**src/rtl/nor_two_gate.sv**
```systemverilog
// nor_two_gate: two-input NOR leaf cell with clocked diagnostics.
//
// Ports:
//   clk      - single clock, all state updates on its rising edge
//   rst_n    - asynchronous active-low reset
//   A, B     - NOR operands
//   clr      - synchronous clear of rise_cnt and seen (wins over updates)
//   y        - combinational ~(A | B)
//   y_q      - y registered on clk
//   rise_cnt - saturating count of 0->1 transitions of y_q
//   seen     - input combinations sampled since reset/clear, bit index {A,B}
//   all_seen - high when every combination has been sampled
//
// Build option: define NOR_TWO_GATE_COVER_EN to build the seen/all_seen
// coverage tracking; otherwise seen is tied to 0 and all_seen to 0.

module nor_two_gate #(
  parameter int unsigned CNT_W = 8
) (
  input  logic             clk,
  input  logic             rst_n,
  input  logic             A,
  input  logic             B,
  input  logic             clr,
  output logic             y,
  output logic             y_q,
  output logic [CNT_W-1:0] rise_cnt,
  output logic [3:0]       seen,
  output logic             all_seen
);

  logic             y_reg_q;
  logic [CNT_W-1:0] cnt_q;
  logic [CNT_W-1:0] cnt_d;

  assign y = ~(A | B);

  // A rise is seen when the registered value is about to go 0 -> 1.
  always_comb begin
    cnt_d = cnt_q;
    if (clr) begin
      cnt_d = '0;
    end else if (!y_reg_q && y && (cnt_q != {CNT_W{1'b1}})) begin
      cnt_d = cnt_q + 1'b1;
    end
  end

  always_ff @(posedge clk or negedge rst_n) begin
    if (!rst_n) begin
      y_reg_q <= 1'b0;
      cnt_q   <= '0;
    end else begin
      y_reg_q <= y;
      cnt_q   <= cnt_d;
    end
  end

  assign y_q      = y_reg_q;
  assign rise_cnt = cnt_q;

`ifdef NOR_TWO_GATE_COVER_EN
  logic [3:0] seen_q;
  logic [3:0] seen_d;

  always_comb begin
    seen_d = seen_q;
    if (clr) begin
      seen_d = 4'b0000;
    end else begin
      seen_d[{A, B}] = 1'b1;
    end
  end

  always_ff @(posedge clk or negedge rst_n) begin
    if (!rst_n) begin
      seen_q <= 4'b0000;
    end else begin
      seen_q <= seen_d;
    end
  end

  assign seen = seen_q;
`else
  assign seen = 4'b0000;
`endif

  assign all_seen = &seen;

endmodule

```
**config.mk**
```make
export PLATFORM = sky130hd
export DESIGN_NAME = nor_two_gate
export DESIGN_NICKNAME = d
export VERILOG_FILES = /design/src/rtl/nor_two_gate.sv
export SDC_FILE = /design/constraint.sdc
export NUM_CORES = 1
export LEC_CHECK = 0
export CORE_MARGIN = 1.5
export CORE_UTILIZATION = 35
export CTS_CLUSTER_DIAMETER = 120
export DETAILED_ROUTE_END_ITERATION = 8
export HOLD_SLACK_MARGIN = 0.15
export PLACE_DENSITY = 0.69
export SYNTH_ARGS = -nofsm -noshare
export SYNTH_HDL_FRONTEND = slang
export SYNTH_SLANG_ARGS = --single-unit
```
**constraint.sdc**
```tcl
create_clock -name clk -period 1.4 [get_ports clk]
set_input_delay 0.42 -clock clk [delete_from_list [all_inputs] [get_ports clk]]
set_output_delay 0.42 -clock clk [all_outputs]
set_load 0.01 [all_outputs]
```
### Yosys cells after proc, flatten, opt, wreduce, memory -nomap -nowiden

Cells that the tools add are included.

| operators by class | value |
|---|---|
| add/sub/neg operators | 1 |
| multipliers | 0 |
| div/mod/pow operators | 0 |
| order comparisons | 0 |
| equal/unequal tests | 1 |
| shift-type cells | 0 |
| muxes and demuxes | 2 |
| bitwise operators | 2 |
| reduce and logical (&&, ||, !) cells | 4 |

Operators with widths:

| cell | number |
|---|---|
| two-way mux 8 bit | 2 |
| adder 8 x 1 -> 8 bit, second input constant | 1 |
| != test 8 bit, second input constant | 1 |
| logical AND 1 bit | 2 |
| nonzero test 2 bit | 1 |
| logical NOT 1 bit | 1 |
| NOT 1 bit | 1 |
| OR 1 bit | 1 |

| storage, ports and cells | value |
|---|---|
| flip-flop bits (word level) | 9 |
| latch bits | 0 |
| bits in writable memories | 0 |
| bits in read-only memories | 0 |
| input port bits | 5 |
| output and inout port bits | 15 |
| word-level logic and storage cells | 12 |
| memories kept | 0 |

### Longest topological paths before layout

Gate-level depths: netlist of the first run.

| depth | value |
|---|---|
| word-level depth | 6 |
| mapped depth | 5 |
| gate-level depth less buffers | 5 |

### Least setup slack after synthesis of the first run

Ideal clock, no wire load.

| path | value |
|---|---|
| path type | register to register |
| from | reg cnt_q[0] (netlist: rise_cnt[0]) |
| to | reg cnt_q[5] (netlist: rise_cnt[5]) |
| setup time | 0.078 ns |
| arrival time | 1.477 ns |
| required time | 1.322 ns |
| path slack | -0.154 ns |
| stages on the path, launching flop included | 6 |
| path through | dfrtp_1 > ha_1 > nand3_1 > o21ai_2 > or4_1 > a21oi_1 |

| between the ends | value |
|---|---|
| cells in the longest elaborated chain, start to end | 3 |

RTL lines:

| item | line | RTL |
|---|---|---|
| start: declaration | 33 | `logic [CNT_W-1:0] cnt_q;` |
| start signal: assignment | 54 | `cnt_q <= cnt_d;` |
| adder 8 x 1 -> 8 bit or != test 8 bit (tied branches) | 44, 43 |  |
| two-way mux 8 bit or logical AND 1 bit (tied branches) | 43 | `end else if (!y_reg_q && y && (cnt_q != {CNT_W{1'b1}})) begin` |
| two-way mux 8 bit or nonzero test 2 bit (tied branches) | n/a |  |

Parallel ways exist; a longest one is shown, timed or not. The select of a mux whose other input is x is not followed.
A chain may end at the register's enable or synchronous reset.

### Worst setup path in the final report of the first run

| path | value |
|---|---|
| from | in A |
| to | reg cnt_q[5] (netlist: rise_cnt[5]) |

| between the ends | value |
|---|---|
| cells in the longest elaborated chain, start to end | 5 |

RTL lines:

| item | line | RTL |
|---|---|---|
| start: declaration | 22 | `input logic A,` |
| OR 1 bit | 36 | `assign y = ~(A \| B);` |
| NOT 1 bit | 36 |  |
| logical AND 1 bit (2 in a row) | 43 |  |
| nonzero test 2 bit (no line) | n/a |  |

Every way passes these cells.

==> results of run 1 <==
[through the flow]
stage	util	setup TNS [ns]
6_report	0.633	-0.0499
5_1_grt	0.633	-0.366
4_1_cts	0.622	-0.130
3_5_place_dp	0.584	-3.67
3_3_place_gp	0.584	-3.57
2_1_floorplan	-	-0.0272
[layer usage]
layer / GRT usage / up-vias / part of all wire / wire, um
met5: 0 / - / 0 / 0
met4: 0.0968 / 0 / 0.0077 / 10
met3: 0.0326 / 2 / 0.075 / 98
met2: 0.305 / 20 / 0.50 / 656
met1: 0.212 / 245 / 0.41 / 539
li1: - / 248 / - / -
[cells by family after synthesis]
family,after synthesis,share of synthesized area
DFF,9,0.439
xor gates and xnor gates,3,0.0512
buffers and inverters,7,0.0878
muxes,2,0.0390
adders and majority gates,1,0.0244
and+or+nand+nor,24,0.246
AOI/OAI and AO/OA,8,0.105
other,1,0.00731
[registers in the layout (all words and copies together) (netlist names)]
register	cells
y_q	1
rise_cnt	8
[repair_timing]
item,4_1_cts,5_1_grt
pin swaps,1,3
gates cloned,0,0
gates resized for setup,19,7
setup endpoints to repair,18,9
endpoints found under the hold margin,0,0
setup buffers,3,0
[report_power, final]
group,total [mW],switching (mW),leakage (nW),internal [mW]
Clock,0.200,0.0905,0.0150,0.110
Combinational,0.0817,0.0416,0.267,0.0401
Sequential,0.270,0.00496,0.121,0.265
Total,0.552,0.137,0.402,0.415
[cell type report]
class / instances / area, um^2
clock buffers: 4 / 26.3
flip-flops and latches: 9 / 228
well taps: 15 / 18.8
inverters: 1 / 3.75
fillers: 122 / 489
repair buffers: 29 / 243
multi-input cells: 43 / 325
[synthesized netlist by cell type, drive strengths merged (2+ instances only)]
| cell | instances | area (um^2) |
|---|---|---|
| and3 | 2 | 12.5 |
| buf | 6 | 41.3 |
| mux2i | 2 | 20.0 |
| xor2 | 3 | 26.3 |
| o31ai | 2 | 15.0 |
| nand3 | 3 | 15.0 |
| nand2 | 4 | 15.0 |
| dfrtp | 9 | 225 |
| nor2 | 7 | 26.3 |
| a21oi | 3 | 15.0 |
| o211ai | 2 | 15.0 |
| nor3 | 5 | 36.3 |
[cells in the final DEF, fill, tap and decap left out, drive strengths merged]
cell and count:
a21oi 3, and3 2, buf 16, clkbuf 4
clkdlybuf4s15 4, clkdlybuf4s50 2, conb 5, dfrtp 9
dlygate4sd2 7, ha 1, inv 1, mux2i 2
nand2 4, nand3 3, nand4 1, nor2 7
nor3 5, o211ai 2, o21ai 1, o31ai 2
or3 1, or4 1, xor2 3
[final timing paths]
| path | cells after the start | start | end | slack (ns) |
|---|---|---|---|---|
| setup / recovery | 5 | A | rise_cnt[5]$_DFFE_PN0P_ | -0.03 |
| hold / removal | 2 | rst_n | y_q$_DFF_PN0_ | 0.44 |
| setup reg to reg | 5 | y_q$_DFF_PN0_ | rise_cnt[5]$_DFFE_PN0P_ | -0.03 |
| hold reg to reg | 2 | rise_cnt[1]$_DFFE_PN0P_ | rise_cnt[1]$_DFFE_PN0P_ | 0.60 |
| max in group asynchronous | 2 | rst_n | rise_cnt[1]$_DFFE_PN0P_ | 0.81 |
| min in group clk | 2 | B | y_q$_DFF_PN0_ | 0.52 |
==> metrics, run 1 <==
outcome finished with violations; violated checks setup timing; Critical Path Max Stage Delay 0.49 ns; number of iterations in the first detailed-routing pass 4; Inserted Clock Buffers 3; setup repair after global routing missed its margin true; layout cell share with drive strength beyond 1 0.372; sum of overflow across all layers after global routing 0; number of flops mapped to enable cells by yosys 0; cell at the root of the clock tree sky130_fd_sc_hd__clkbuf_4; final period demand of the worst path 1.43 ns; number of flip-flops and latches in the synthesized netlist 9; CTS H-Tree Depth 1; via count of the first global-routing pass 467; Placer Congestion 0.839; cell area power density 654 nW/um^2; number of max-slew violations in the final report 0; Placed Cells 94; DIE AREA 1700 um^2; Antenna Nets Post-Route 0; slowest cell on the critical path sky130_fd_sc_hd__or4_4; Clock Latency Late Sink 0.26 ns; Die Ht 41.3 um; initial antenna violation count 0; clock transition at the registers of the reported paths 0.06 ns; Mapped Area 513 um^2; detailed router's first-iteration violation count 9; pin count of the biggest net entering global routing 10; proportion of register bits with asynchronous set or reset after synthesis 1.00; wire length of the first global-routing pass 1900 um; cells after synthesis 55; total vias in the final route 515; cell row count 13; Top FF cell, synth sky130_fd_sc_hd__dfrtp_1; largest fanout on the critical path 3; kind of capture point of the worst setup path register; mean post-synth cell area 9.33 um^2; setup violation total in the final timing report 3; timing-limited maximum frequency 0.697 GHz; CP top delay family simple AND/OR/NAND/NOR gates; chip width 41.3 um; start-to-end type of the worst setup path primary input to register; Nets 93; number of ports placed on the die boundary 20; final number of hold-violating endpoints 0; Antenna Cells 0; all-layer global routing usage 0.180; worst min path class primary input to asynchronous set/reset pin; detailed-route wire length per cell 12.9 um; leakage power 0.402 nW; sum of net half-perimeters after detailed placement 892 um; Max clock buf depth 2; sequential area share after synthesis 0.439; Final Cell Area 845 um^2; post-layout worst setup margin -0.0345 ns; Area Growth Syn to Fin 64.6%; clock tree from TritonCTS yes; final critical-path share of the clock period 1.02; type of origin of the critical path primary input; Maximum Capacitance Violations 0; data arrival time of the critical path 1.63 ns; cell-by-cell trace of the critical path dlygate4sd2_1 -> nor3_4 -> o21ai_4 -> or4_4 -> a21oi_2; pre-CTS WS -0.630 ns; number of distinct library cell variants in the gate-level netlist after synthesis 21; DRC errors left 0; clk_skew 0.00553 ns; total wire length after detailed routing 1310 um; count of buffering cells on the critical path with inverters included 1; Worst IR Drop VDD 0.358 mV; initial cell density of the core 0.385; total number of clock tree sinks 9; worst hold slack 0.438 ns; overall power after layout 0.552 mW; Data required, critical path 1.59 ns; vias per cell 5.10; hold-fix buffers at CTS 0; number of buffers added on ports 14; non-filler cells, final 101; Post-Place Cell Area 779 um^2; core region area 1330 um^2; Synthesis Warnings 0
(Power assumes the default switching activity.)
==> inputs of run 2 (changes only) <==
- CORE_UTILIZATION: 35 -> 37
- PLACE_DENSITY: 0.69 -> 0.72
==> metrics, run 2 (synthesis gave the netlist of run 1 again) <==
start-to-end type of the worst setup path register to register; initial antenna violation count 0; outcome finished clean; number of iterations in the first detailed-routing pass 5; leakage power 0.396 nW; total number of clock tree sinks 9; sum of net half-perimeters after detailed placement 992 um; largest fanout on the critical path 3; CP top delay family simple AND/OR/NAND/NOR gates; setup repair after global routing missed its margin true; final critical-path share of the clock period 0.996; cell row count 13; portion of total power attributed to sequential cells 0.481; worst min path class primary input to register; clock tree from TritonCTS yes; Sw Share 0.264; all-layer global routing usage 0.191; Antenna Nets Post-Route 0; Placer Congestion 0.853; Largest register FFs 8; initial cell density of the core 0.394; Clock Latency Late Sink 0.27 ns; core region area 1300 um^2; cell depth of the worst min-delay path 2; total area of multi-input combinational cells 313 um^2; clk_skew 0.00326 ns; most frequent standard cell in the layout excluding fill and tap cells sky130_fd_sc_hd__buf_4; pin count of the biggest net entering global routing 10; Maximum Capacitance Violations 0; Worst IR Drop VDD 0.518 mV; pre-CTS WS -0.604 ns; vias per cell 4.86; overall power after layout 0.564 mW; final period demand of the worst path 1.39 ns; Area Growth Syn to Fin 64.1%; type of origin of the critical path register; detailed-route wire length per cell 12.2 um; area of all sequential standard cells 228 um^2; Crit path depth 5; clock transition at the registers of the reported paths 0.06 ns; total vias in the final route 496; count of buffering cells on the critical path with inverters included 0; worst hold slack 0.333 ns; Data required, critical path 1.59 ns; Post-Place Cell Area 795 um^2; depth of the worst register-to-register path 5; cell-by-cell trace of the critical path ha_4 -> nand3_4 -> o21ai_4 -> or4_1 -> a21oi_1; layout cell share with drive strength beyond 1 0.368; combinational share of power 0.143; final number of hold-violating endpoints 0; Die Ht 40.2 um; DIE AREA 1620 um^2; Nets 94; Final Cell Area 842 um^2; detailed router's first-iteration violation count 10; Critical Path Max Stage Delay 0.46 ns; kind of capture point of the worst setup path register; internal power 0.416 mW; wire length of the first global-routing pass 2040 um; cell area power density 670 nW/um^2; CTS H-Tree Depth 1; setup violation total in the final timing report 0; hold-fix buffers at CTS 0; number of buffers added on ports 14; via count of the first global-routing pass 481; number of max-slew violations in the final report 0; cell at the root of the clock tree sky130_fd_sc_hd__clkbuf_4; commonest cells after routing, fill and taps aside 13 x sky130_fd_sc_hd__buf_4, 7 x sky130_fd_sc_hd__nor2_1, 7 x sky130_fd_sc_hd__dfrtp_1, 6 x sky130_fd_sc_hd__clkdlybuf4s15_1, 5 x sky130_fd_sc_hd__conb_1; post-layout worst setup margin 0.00582 ns; number of ports placed on the die boundary 20; Max clock buf depth 2; sum of overflow across all layers after global routing 0; total wire length after detailed routing 1240 um; slowest cell on the critical path sky130_fd_sc_hd__or4_1; Net Switching 0.149 mW; chip width 40.2 um; DRC errors left 0; timing-limited maximum frequency 0.717 GHz; Inserted Clock Buffers 3; fill count 122; data arrival time of the critical path 1.59 ns; Antenna Cells 0; part of the total power dissipated in the clock network 0.376
## run 2: cell count changes in the layout (fill, tap and decap cells not counted), sizes merged
cell,before,now
clkbuf,4,5
buf,16,18
clkdlybuf4s15,4,6
dlygate4sd2,7,3
## run 2: worst register-to-register path, cell delays in order, from the launching register on
cell,delay (ns)
sky130_fd_sc_hd__dfrtp_2,0.44
sky130_fd_sc_hd__ha_4,0.18
sky130_fd_sc_hd__nand3_4,0.07
sky130_fd_sc_hd__o21ai_4,0.05
sky130_fd_sc_hd__or4_1,0.46
sky130_fd_sc_hd__a21oi_1,0.13
## run 2: metal layers
metal | track usage | wire length (um)
met1 | 0.241 | 566
met2 | 0.323 | 622
met3 | 0.0500 | 55
met4 | 0.0500 | 0
met5 | 0 | 0
## run 2: final timing paths
path / slack (ns) / start / endpoint
max in group asynchronous: 0.64 / rst_n / rise_cnt[0]$_DFFE_PN0P_
max: 0.006 / rise_cnt[0]$_DFFE_PN0P_ / rise_cnt[5]$_DFFE_PN0P_
min reg2reg: 0.60 / rise_cnt[6]$_DFFE_PN0P_ / rise_cnt[6]$_DFFE_PN0P_
min in group asynchronous: 0.44 / rst_n / rise_cnt[2]$_DFFE_PN0P_
min: 0.33 / A / y_q$_DFF_PN0_
max reg2reg: 0.006 / rise_cnt[0]$_DFFE_PN0P_ / rise_cnt[5]$_DFFE_PN0P_
## run 2: power by group through the flow
stage,clock (mW),combinational (mW),sequential [mW]
after floorplan,0,0.0386,0.279
after global placement,0,0.0808,0.276
after detailed placement,0,0.0828,0.276
after CTS,0.216,0.0818,0.271
after global routing,0.225,0.0895,0.272
final,0.212,0.0809,0.271
## run 2: cell type report
class | instances | area share
timing repair buffer | 30 | 0.300
tap | 15 | 0.0223
sequential | 9 | 0.270
inverter | 1 | 0.00446
multi-input combinational | 43 | 0.371
clock buffer | 4 | 0.0312
## run 2: per-stage QoR
stage	util	std cells	TNS, ns
4_1_cts	0.635	102	-0.0694
3_3_place_gp	0.611	96	-3.95
2_1_floorplan	-	59	-0.0272
6_report	0.647	102	0
3_5_place_dp	0.611	96	-4.19
5_1_grt	0.647	102	-0.0664
## run 2: timing repair
action	CTS	global route
gates resized for setup	24	8
setup endpoints to repair	18	9
pin swaps	5	6
setup buffers	2	0
==> RTL change, RTL diff (flow settings as in run 1) <==
The parameter `CNT_W` goes from 8 to 12.
--- a/src/rtl/nor_two_gate.sv
+++ b/src/rtl/nor_two_gate.sv
@@ -15,7 +15,7 @@
 // coverage tracking; otherwise seen is tied to 0 and all_seen to 0.
 
 module nor_two_gate #(
-  parameter int unsigned CNT_W = 8
+  parameter int unsigned CNT_W = 12
 ) (
   input  logic             clk,
   input  logic             rst_n,
Interface: changed (resized rise_cnt); port bits go from 20 to 24. The function was not compared with the original's and may differ.
==> RTL change against run 1 <==
- the flow still finishes with violations (setup timing)
- largest cell class unchanged
- worst setup slack lost 0.21 ns
- critical endpoint is now rise_cnt[7]$_DFFE_PN0P_
- count of clock-buffer cells in the layout is the same
- highest routed layer unchanged
- area after synthesis grew 47%
- sequential cell count grew 4
- total power grew 30%
- wire length grew 56%
- cell count grew 53%
- combinational power grew 26%
- critical path type is now reg2reg
- cell area grew 58%
==> RTL change: results (changes against run 1) <==
TritonRoute pass-1 iters 3 (was 4); Synth Instances 75 (was 55); sequential share of the synthesized area 0.433 (was 0.439); post-route setup TNS -1.71 ns (was -0.0499 ns); worst reg2reg path startpoint rise_cnt[0]$_DFFE_PN0P_ (was y_q$_DFF_PN0_); post-CTS setup buffers 9 (was 3); final worst slack -0.242 ns (was -0.0345 ns); Reg clk slew, reported paths 0.08 ns (was 0.06 ns); commonest cells in the synthesized netlist dfrtp_1 (13), a21oi_1 (8), nor2_1 (7) (was dfrtp_1 (9), nor2_1 (7), buf_4 (5)); GRT Util Overall 0.175 (was 0.180); total number of vias 777 (was 515); post_cts resized 56 (was 19); Worst EP arrival 1.84 ns (was 1.63 ns); final setup fails 13 (was 3); Fin Hold WS 0.355 ns (was 0.438 ns); peak supply drop 0.000390 V (was 0.000358 V); port bufs 18 (was 14); Area contributors post-synth dfrtp_1 (43%), a21oi_1 (5.3%), buf_4 (5.0%) (was dfrtp_1 (44%), buf_4 (7.3%), nor2_1 (5.1%)); status complete, but fails checks (unchanged); WL per Instance 13.2 um (was 12.9 um); Hold Crit Class in2reg (was in2async); Worst Path Max Fanout 5 (was 3); first-pass GRT wire length 3330 um (was 1900 um); failing checks setup timing (unchanged); R2R depth 6 (was 5); hpwl dp 1370 um (was 892 um); final setup skew 0.00198 ns (was 0.00553 ns); pin count of the biggest net entering global routing 14 (was 10); post-DR vias/cell 5.01 (was 5.10); critical path type reg2reg (was in2reg); post-synthesis cell type count 31 (was 21)
==> RTL change: final cells by class <==
cell class              count  area [um2]  area share
clock buffers               4        26.3      0.0196
inverters                   2        7.51     0.00561
multi-input cells          58         492       0.368
flip-flops and latches     13         329       0.246
well taps                  27        33.8      0.0253
repair buffers             51         449       0.336
==> RTL change: power by group <==
| group | switching [mW] | total, mW | internal, mW | leakage [nW] |
|---|---|---|---|---|
| sequential | 0.00535 | 0.386 | 0.380 | 0.175 |
| clock | 0.118 | 0.229 | 0.110 | 0.0150 |
| combinational | 0.0512 | 0.103 | 0.0520 | 0.424 |
| total | 0.175 | 0.717 | 0.542 | 0.614 |
==> RTL change: stage by stage <==
step | area [um2] | worst slack (ns)
after floorplan | 790 | -0.154
after global placement | 1100 | -0.608
after detailed placement | 1100 | -0.632
after CTS | 1170 | -0.208
after global routing | 1340 | -0.267
final | 1340 | -0.242
==> RTL change: cells by family (layout without fill, tap and decap cells) <==
| logic type | Yosys count | count (layout) | synth area share |
|---|---|---|---|
| muxes | 2 | 2 | 0.0283 |
| AOI/OAI and AO/OA | 19 | 19 | 0.171 |
| DFF | 13 | 13 | 0.433 |
| and+or+nand+nor | 29 | 29 | 0.258 |
| buffers and inverters | 8 | 57 | 0.0649 |
| adders and majority gates | 1 | 1 | 0.0166 |
| other | 1 | 5 | 0.00499 |
| xor gates and xnor gates | 2 | 2 | 0.0233 |
==> RTL change: per-layer routing <==
metal / vias up / global-route usage / part of all wire
met4: 0 / 0.0429 / 0.0049
met2: 16 / 0.306 / 0.54
li1: 382 / - / -
met5: - / 0 / 0
met1: 377 / 0.224 / 0.43
met3: 2 / 0.0276 / 0.033
